==> config.mk <==
export PLATFORM = sky130hd
export DESIGN_NAME = lamp_ramp_ctrl
export DESIGN_NICKNAME = d
export VERILOG_FILES = /design/src/rtl/lamp_ramp_ctrl.sv
export SDC_FILE = /design/constraint.sdc
export NUM_CORES = 1
export LEC_CHECK = 0
export ABC_AREA = 0
export CAP_MARGIN = 20
export CORE_MARGIN = 2
export CORE_UTILIZATION = 40
export DETAILED_ROUTE_END_ITERATION = 6
export HOLD_SLACK_MARGIN = 0.06
export PLACE_DENSITY = 0.68
export SLEW_MARGIN = 20
export SYNTH_ARGS = -nofsm -noshare
export SYNTH_HDL_FRONTEND = slang
export SYNTH_SLANG_ARGS = --single-unit
==> constraint.sdc <==
create_clock -name clk -period 1.95 [get_ports clk]
set_input_delay 0.39 -clock clk [delete_from_list [all_inputs] [get_ports clk]]
set_output_delay 0.39 -clock clk [all_outputs]
set_load 0.02 [all_outputs]
==> src/rtl/lamp_ramp_ctrl.sv <==
`default_nettype none
// ============================================================================
// Module   : lamp_ramp_ctrl
// Purpose  : Brightness sequencer for the lamp-state decoder. Accepts target
//            levels from a manual panel and from the automatic light-sensor
//            path, arbitrates them (manual has priority and takes ownership
//            while its level is non-zero), and walks active_lights one level
//            per step tick toward the winning target.
// Optional : MOTION_TIMEOUT_EN - when defined, an automatically lit lamp that
//            holds its level with no motion pulse for TIMEOUT_STEPS step ticks
//            is ramped back down to 0. When undefined, motion is ignored.
// Ports    :
//   clk            in   1  system clock, rising edge
//   rst_n          in   1  asynchronous active-low reset
//   man_valid      in   1  manual request valid
//   man_level      in   4  manual target level
//   man_ready      out  1  always 1; manual request accepted when valid
//   auto_valid     in   1  automatic request valid
//   auto_level     in   4  automatic target level
//   auto_ready     out  1  !man_valid; auto accepted when valid & ready
//   motion         in   1  occupancy pulse (timeout feature only)
//   active_lights  out  4  current level driven to the lamp-state decoder
//   busy           out  1  high while the current level differs from target
//   mode           out  1  0 = auto owns target, 1 = manual owns target
// Parameters :
//   STEP_CYCLES    clock cycles per ramp step (>= 1)
//   TIMEOUT_STEPS  motionless step ticks before auto lamps turn off (>= 1)
// Revision : 1.0 - initial release
// ============================================================================
module lamp_ramp_ctrl #(
  parameter int unsigned STEP_CYCLES   = 4,
  parameter int unsigned TIMEOUT_STEPS = 16
) (
  input  logic       clk,
  input  logic       rst_n,
  input  logic       man_valid,
  input  logic [3:0] man_level,
  output logic       man_ready,
  input  logic       auto_valid,
  input  logic [3:0] auto_level,
  output logic       auto_ready,
  input  logic       motion,
  output logic [3:0] active_lights,
  output logic       busy,
  output logic       mode
);

  localparam int unsigned c_pre_w = (STEP_CYCLES > 1) ? $clog2(STEP_CYCLES) : 1;
  localparam logic [c_pre_w-1:0] c_pre_last = c_pre_w'(STEP_CYCLES - 1);

  typedef enum logic [1:0] {
    ST_IDLE = 2'd0,
    ST_RAMP = 2'd1,
    ST_HOLD = 2'd2
  } state_t;

  // --------------------------------------------------------------------------
  // State registers
  // --------------------------------------------------------------------------
  state_t               state_q,         state_d;
  logic [3:0]           active_lights_q, active_lights_d;
  logic [3:0]           target_q,        target_d;
  logic                 mode_q,          mode_d;
  logic [c_pre_w-1:0]   prescaler_q,     prescaler_d;

  // --------------------------------------------------------------------------
  // Handshake and arbitration
  // --------------------------------------------------------------------------
  logic       man_acc;
  logic       auto_acc;
  logic       acc_upd;      // an accept that is allowed to write the target
  logic [3:0] acc_target;
  logic       acc_mode;
  logic       tgt_changed;  // accept that actually moves the target
  logic       wrap;
  logic       step_tick;
  logic       timeout_hit;

  assign man_ready  = 1'b1;
  assign auto_ready = ~man_valid;

  always_comb begin
    man_acc    = man_valid;
    auto_acc   = auto_valid & ~man_valid;
    acc_upd    = 1'b0;
    acc_target = target_q;
    acc_mode   = mode_q;
    if (man_acc) begin
      acc_upd    = 1'b1;
      acc_target = man_level;
      // A manual zero hands ownership back to the automatic path.
      acc_mode   = (man_level != 4'd0);
    end else if (auto_acc && !mode_q) begin
      acc_upd    = 1'b1;
      acc_target = auto_level;
    end
    // In manual mode an auto accept still completes the handshake but is
    // dropped, so it never reaches acc_upd.
    tgt_changed = acc_upd && (acc_target != target_q);
    wrap        = (prescaler_q == c_pre_last);
    // A target-changing accept restarts the prescaler, so the wrap that would
    // have happened in the same cycle is cancelled; the first step then lands
    // exactly STEP_CYCLES cycles after the accept.
    step_tick   = wrap && !tgt_changed;
  end

  // --------------------------------------------------------------------------
  // Optional motion timeout
  // --------------------------------------------------------------------------
`ifdef MOTION_TIMEOUT_EN
  localparam int unsigned c_idle_w = (TIMEOUT_STEPS > 1) ? $clog2(TIMEOUT_STEPS + 1) : 1;
  localparam logic [c_idle_w-1:0] c_idle_last = c_idle_w'(TIMEOUT_STEPS - 1);

  logic [c_idle_w-1:0] idle_cnt_q, idle_cnt_d;

  always_comb begin
    idle_cnt_d  = '0;
    timeout_hit = 1'b0;
    // Counting only happens while an auto-owned lamp sits at a lit level;
    // everywhere else the counter is pinned at zero.
    if (!mode_q && (state_q == ST_HOLD)) begin
      if (motion) begin
        idle_cnt_d = '0;
      end else if (step_tick) begin
        if (idle_cnt_q == c_idle_last) begin
          timeout_hit = 1'b1;
          idle_cnt_d  = '0;
        end else begin
          idle_cnt_d = idle_cnt_q + 1'b1;
        end
      end else begin
        idle_cnt_d = idle_cnt_q;
      end
    end
    if (auto_acc) begin
      idle_cnt_d = '0;
    end
  end

  always_ff @(posedge clk or negedge rst_n) begin
    if (!rst_n) begin
      idle_cnt_q <= '0;
    end else begin
      idle_cnt_q <= idle_cnt_d;
    end
  end
`else
  // Auto lamps hold their level until the next request; motion is unused.
  logic unused_motion;
  assign unused_motion = motion;
  assign timeout_hit   = 1'b0;
`endif

  // --------------------------------------------------------------------------
  // Target, mode, prescaler and level datapath
  // --------------------------------------------------------------------------
  always_comb begin
    target_d = target_q;
    mode_d   = mode_q;
    if (timeout_hit) begin
      target_d = 4'd0;
    end
    // A fresh request in the same cycle takes precedence over the timeout.
    if (acc_upd) begin
      target_d = acc_target;
      mode_d   = acc_mode;
    end

    if (tgt_changed || wrap) begin
      prescaler_d = '0;
    end else begin
      prescaler_d = prescaler_q + 1'b1;
    end

    // One level per tick toward the target that was in force before this
    // edge; the comparison guards keep the level from ever wrapping.
    active_lights_d = active_lights_q;
    if (step_tick) begin
      if (active_lights_q < target_q) begin
        active_lights_d = active_lights_q + 4'd1;
      end else if (active_lights_q > target_q) begin
        active_lights_d = active_lights_q - 4'd1;
      end
    end
  end

  // --------------------------------------------------------------------------
  // State machine: state is a pure function of the next level and target
  // --------------------------------------------------------------------------
  always_comb begin
    state_d = state_q;
    if (active_lights_d != target_d) begin
      state_d = ST_RAMP;
    end else if (target_d == 4'd0) begin
      state_d = ST_IDLE;
    end else begin
      state_d = ST_HOLD;
    end
  end

  always_ff @(posedge clk or negedge rst_n) begin
    if (!rst_n) begin
      state_q         <= ST_IDLE;
      active_lights_q <= 4'd0;
      target_q        <= 4'd0;
      mode_q          <= 1'b0;
      prescaler_q     <= '0;
    end else begin
      state_q         <= state_d;
      active_lights_q <= active_lights_d;
      target_q        <= target_d;
      mode_q          <= mode_d;
      prescaler_q     <= prescaler_d;
    end
  end

  // --------------------------------------------------------------------------
  // Outputs
  // --------------------------------------------------------------------------
  assign active_lights = active_lights_q;
  assign busy          = (state_q == ST_RAMP);
  assign mode          = mode_q;

endmodule
`default_nettype wire
# ---- Word-level counts from Yosys, hierarchy flattened
# Cells that the tools add are included.
dict set report op_classes {
  n_addsub 3
  order_cmp 2
  eq_ne 4
  muxes 11
  bitwise_logic 2
  reduce_logical 9
}
# operator n
set ops {}
lappend ops {{2-to-1 mux 4 bit} 6}
lappend ops {{!= test 4 bit} 2}
lappend ops {{2-to-1 mux 2 bit} 3}
lappend ops {{adder 4 x 1 -> 4 bit, second input constant} 1}
lappend ops {{> comparator 4 bit} 1}
lappend ops {{zero test 4 bit} 1}
lappend ops {{< comparator 4 bit} 1}
lappend ops {{nonzero test 4 bit} 1}
lappend ops {{subtractor 4 x 1 -> 4 bit, second input constant} 1}
lappend ops {{logical AND 1 bit} 3}
lappend ops {{adder 2 x 1 -> 2 bit, second input constant} 1}
lappend ops {{== test 2 x 1 -> 1 bit, second input constant} 1}
lappend ops {{== test 2 bit, second input constant} 1}
lappend ops {{zero test 1 bit} 2}
lappend ops {{2-to-1 mux 1 bit} 2}
lappend ops {{AND reduction 2 bit} 1}
lappend ops {{AND 1 bit} 1}
lappend ops {{logical OR 1 bit} 1}
lappend ops {{NOT 1 bit} 1}
dict set report totals {
  regBits 13
  in_bits 13
  output_inout_bits 8
  elab_cells 36
}

# ---- Depth between registers and ports, before layout
dict set report logic_depth {
  ltp_word 12
  ltp_mapped 9
  ltp_nobuf 9
}

# ---- Worst setup path after synthesis
# Ideal clock, no wire load.
dict set report synth_path {
  path_kind {register -> register}
  start {register active_lights_q[2] (netlist: active_lights[2])}
  end {register state_q[1]}
  setup_ns 0.068
  arrival_ns 2.121
  t_required_ns 1.882
  setup_slack_ns -0.238
  stages_incl_launch_ff 9
  n_path_buf 0
  period_less_slack_ns 2.188
  path_cell_list {dfrtp_1 -> ha_1 -> a21oi_1 -> a21boi_0 -> o211ai_1 -> a21oi_1 -> or2_2 -> a21oi_1 -> and4_1}
}
dict set report synth_via {
  elab_chain_cells 6
  word_cells_on_any_way 9
  cone_classes {2 x add/sub; 2 x order compare; 1 x eq/ne; 4 x mux}
}
# element line
set synth_rtl {}
lappend synth_rtl {{from (decl)} 61} ;# logic [3:0] active_lights_q, active_lights_d;
lappend synth_rtl {{from (signal assigned)} 210} ;# active_lights_q <= active_lights_d;
lappend synth_rtl {{subtractor 4 x 1 -> 4 bit / > comparator 4 bit (equally long branches)} {182, 181}}
lappend synth_rtl {{2-to-1 mux 4 bit} 181} ;# end else if (active_lights_q > target_q) begin
lappend synth_rtl {{2-to-1 mux 4 bit} 179} ;# if (active_lights_q < target_q) begin
lappend synth_rtl {{2-to-1 mux 4 bit (*)} 178} ;# if (step_tick) begin
lappend synth_rtl {{!= test 4 bit (*)} 192} ;# if (active_lights_d != target_d) begin
lappend synth_rtl {{2-to-1 mux 2 bit (*)} 192}
lappend synth_rtl {{named net state_d[1]} 60} ;# state_t state_q, state_d;
lappend synth_rtl {{to (signal assigned)} 209} ;# state_q <= state_d;
lappend synth_rtl {{to (decl)} 60}
# The timed path passes the listed nets; every way through them passes the cells marked *.
# A chain may end at the register's enable or synchronous reset.

# ---- Final worst setup path
dict set report layout_path {
  start {register target_q[3]}
  end {register state_q[1]}
}
dict set report layout_via {
  elab_chain_cells 9
  word_cells_on_any_way 16
  cone_classes {2 x order compare; 2 x eq/ne; 8 x mux; 4 x reduce/logical}
}
# element line
set layout_rtl {}
lappend layout_rtl {{from (decl)} 62} ;# logic [3:0] target_q, target_d;
lappend layout_rtl {{from (signal assigned)} 211} ;# target_q <= target_d;
lappend layout_rtl {{2-to-1 mux 4 bit} 93} ;# end else if (auto_acc && !mode_q) begin
lappend layout_rtl {{2-to-1 mux 4 bit} 88} ;# if (man_acc) begin
lappend layout_rtl {{!= test 4 bit} 99} ;# tgt_changed = acc_upd && (acc_target != target_q);
lappend layout_rtl {{logical AND 1 bit} 99}
lappend layout_rtl {{zero test 1 bit} 104} ;# step_tick = wrap && !tgt_changed;
lappend layout_rtl {{logical AND 1 bit} 104}
lappend layout_rtl {{2-to-1 mux 4 bit (*)} 178}
lappend layout_rtl {{named net active_lights_d[0]} 61}
lappend layout_rtl {{!= test 4 bit (*)} 192}
lappend layout_rtl {{2-to-1 mux 2 bit (*)} 192}
lappend layout_rtl {{named net state_d[1]} 60}
# Marks and branches as above.

==> impl_metrics.toml <==
[status]
outcome = "complete, but fails checks"
violations = "negative setup slack"

[die]
die_h_um = 53.7
core_area_mm2 = 0.00241
fp.dieArea_mm2 = 0.00288
die_x_um = 53.7
num_rows = 18
io_pins = 21
initial_utilization = 0.410

[grt]
grt-ovfl-total = 0
grt_max_degree = 14
grt_pass1_wl_mm = 3.88
antenna_found_initial = 0
grt_pass1_vias = 887
track_usage = 0.192

[logic_synthesis]
ys_ff_latch = 13
synth_area_leaders = "dfrtp_1 33%, ha_1 8.9%, xor2_1 8.9%"
synthArstFlopShare = 1.00
yosysTopAreaCell = "dfrtp_1"
synth_seq_area_share = 0.330
synthCells = 97
yosys.cell_types.count = 39
yosys_warnings = 0
syn_nets = 117
synth_area_um2 = 987
synth.top_cell.area_share = 0.330
ys.flop_type = "dfrtp_1"
synth_edf_count = 0
syn_avg_cell_area_um2 = 10.2

[cts]
clk_latency_ns = 0.28
clock_path_buffers = 2
root_buffer = "clkbuf_4"
hold_buffers = 0
cts_sinks = 13
cts_max_level = 1
cts_tree = "yes"
cts_buffers = 3
clkTransAtPathRegs_ns = 0.08

[power]
power.density_mw_per_mm2 = 1070
leakagePower_nw = 0.703
ir_worst_vdd_mv = 0.847
finalPower_mw = 1.62

[timing]
rsz0062_at_grt = "yes"
fmax_ghz = 0.455
maxSlewViolCount = 0
fin_crit_ns = 2.20
max_slew_margin = 0.613
worst_pin_slew_ns = 0.578
final.setup.worst_slack_ns = -0.246
fin_skew_ns = 0.00962
min_period_over_period = 1.13
final-setup-viol-count = 2
final-hold-violation-count = 0

[setup_path]
setup.worst_path.start = "target_q[3]"
cp-start-kind = "flop"
r2r_start = "target_q[3]"
crit_slowest_cell = "dfrtp_2"
critPathCaptureType = "flop"
crit_type = "reg2reg"
arrival_ns = 2.41
worstPathCellList = "buf_4 > xor2_1 > o41ai_4 > o311ai_4 > nor2_2 > xnor2_2 > xnor2_1 > and4_1"
worstPathMaxFanout = 5
max_stage_delay_ns = 0.43
worstPathRequired_ns = 2.16

[min_path]
hold_class = "reg2reg"
hp-start = "prescaler_q[0]"

[detailed_routing]
firstDrtPassIters = 4
post-route-drc-count = 0
vias_per_cell = 5.09
antenna_left = 0
wl_per_cell_um = 14.6
first_iter_violations = 8
vias = 876
routed_wl_mm = 2.52

[place]
dp_hpwl_mm = 1.80
dp_slack_ns = -0.599
place.gp.congestion = 0.767
io_buffers = 18

[finish]
area_growth_pct = 53.9
final_layout_size_suffix_gt1_frac = 0.408
seq_area_um2 = 333
fillers = 214
multi_input_area_um2 = 718
n_antenna_cell = 0
nNetsFinal = 163

[flow_run]
max_cap_violations = 0
## cell type report
class / instances / area share
inverters: 8 / 0.0198
flip-flops and latches: 13 / 0.219
clock buffers: 4 / 0.0173
repair buffers: 44 / 0.246
well taps: 30 / 0.0247
multi-input cells: 73 / 0.473
## repair_timing
action / 4_1_cts / 5_1_grt
cloned: 0 / 0
pin swaps: 10 / 12
setup buffers: 3 / 4
setup endpoints to repair: 6 / 5
gates resized for setup: 18 / 7
## power breakdown
group	internal (mW)	total, mW	switching (mW)
sequential	0.343	0.392	0.0487
combinational	0.553	1.06	0.506
clock	0.0795	0.168	0.0886
## worst paths after layout
kind	end	slack, ns	cells after the start
worst max-delay path	state_q[1]	-0.25	8
min in group asynchronous	target_q[1]	0.47	1
max in group asynchronous	target_q[2]	1.06	1
worst max register to register	state_q[1]	-0.25	8
worst min-delay path	prescaler_q[0]	0.44	1
worst min register to register	prescaler_q[0]	0.44	1
## stage by stage
step	setup TNS (ns)	hold slack, ns	std cells	util	instance area, um2
final	-0.448	0.444	172	0.630	1520
after floorplan	-0.0351	0.0944	97	-	1020
after global placement	-2.23	0.426	162	0.567	1370
after global routing	-0.749	0.471	172	0.630	1520
after CTS	-0.278	0.446	168	0.605	1460
after detailed placement	-2.57	0.436	162	0.567	1370
## routing by layer
layer  vias up  track usage  part of all wire
met5         -            0                 0
met4         0       0.0983             0.021
met3         7       0.0250             0.031
met2        19        0.317              0.48
met1       421        0.245              0.46
li1        429            -                 -
## synth_stat cells, drive strengths merged, types with 2 or more instances
cell type and n:
ha 7, nor2b 2, o211ai 3, xor2 10
nand2 4, inv 8, nor3 2, xnor2 6
nor2 3, nand3 3, o21ai 3, a21oi 5
mux2i 4, dfrtp 13, buf 3, a31oi 2
nor4 2
## cells in the final DEF (no fill, tap or decap), drive strengths merged, types with 3 or more instances in the layout
| cell type | instances |
|---|---|
| buf | 26 |
| dfrtp | 13 |
| clkbuf | 4 |
| mux2i | 4 |
| o211ai | 3 |
| ha | 7 |
| inv | 8 |
| nand3 | 3 |
| nor2 | 3 |
| xnor2 | 6 |
| xor2 | 10 |
| nand2 | 4 |
| dlygate4sd2 | 8 |
| a21oi | 5 |
| clkdlybuf4s50 | 8 |
| o21ai | 3 |
## logic make-up after synthesis
group | count (synthesis) | synth area share
AO/OA/AOI/OAI | 20 | 0.169
XOR/XNOR | 16 | 0.142
adder cells (fa/ha/maj) | 7 | 0.0887
buffers and inverters | 11 | 0.0545
flip-flops | 13 | 0.330
multiplexers | 5 | 0.0684
other | 1 | 0.00380
AND/OR/NAND/NOR | 24 | 0.145
## worst max-delay path: cells and delay by family, from the launching register on
family / cells / cell delay [ns]
compound gates: 2 / 0.63
xor+xnor: 3 / 0.48
buf+inv: 1 / 0.15
flops: 1 / 0.43
simple gates: 2 / 0.43
## sequential cells by signal (all words and copies together) (netlist names)
signal         count
target_q           4
prescaler_q        2
mode               1
active_lights      4
state_q            2
No activity file was read; power rests on OpenSTA's default activity.
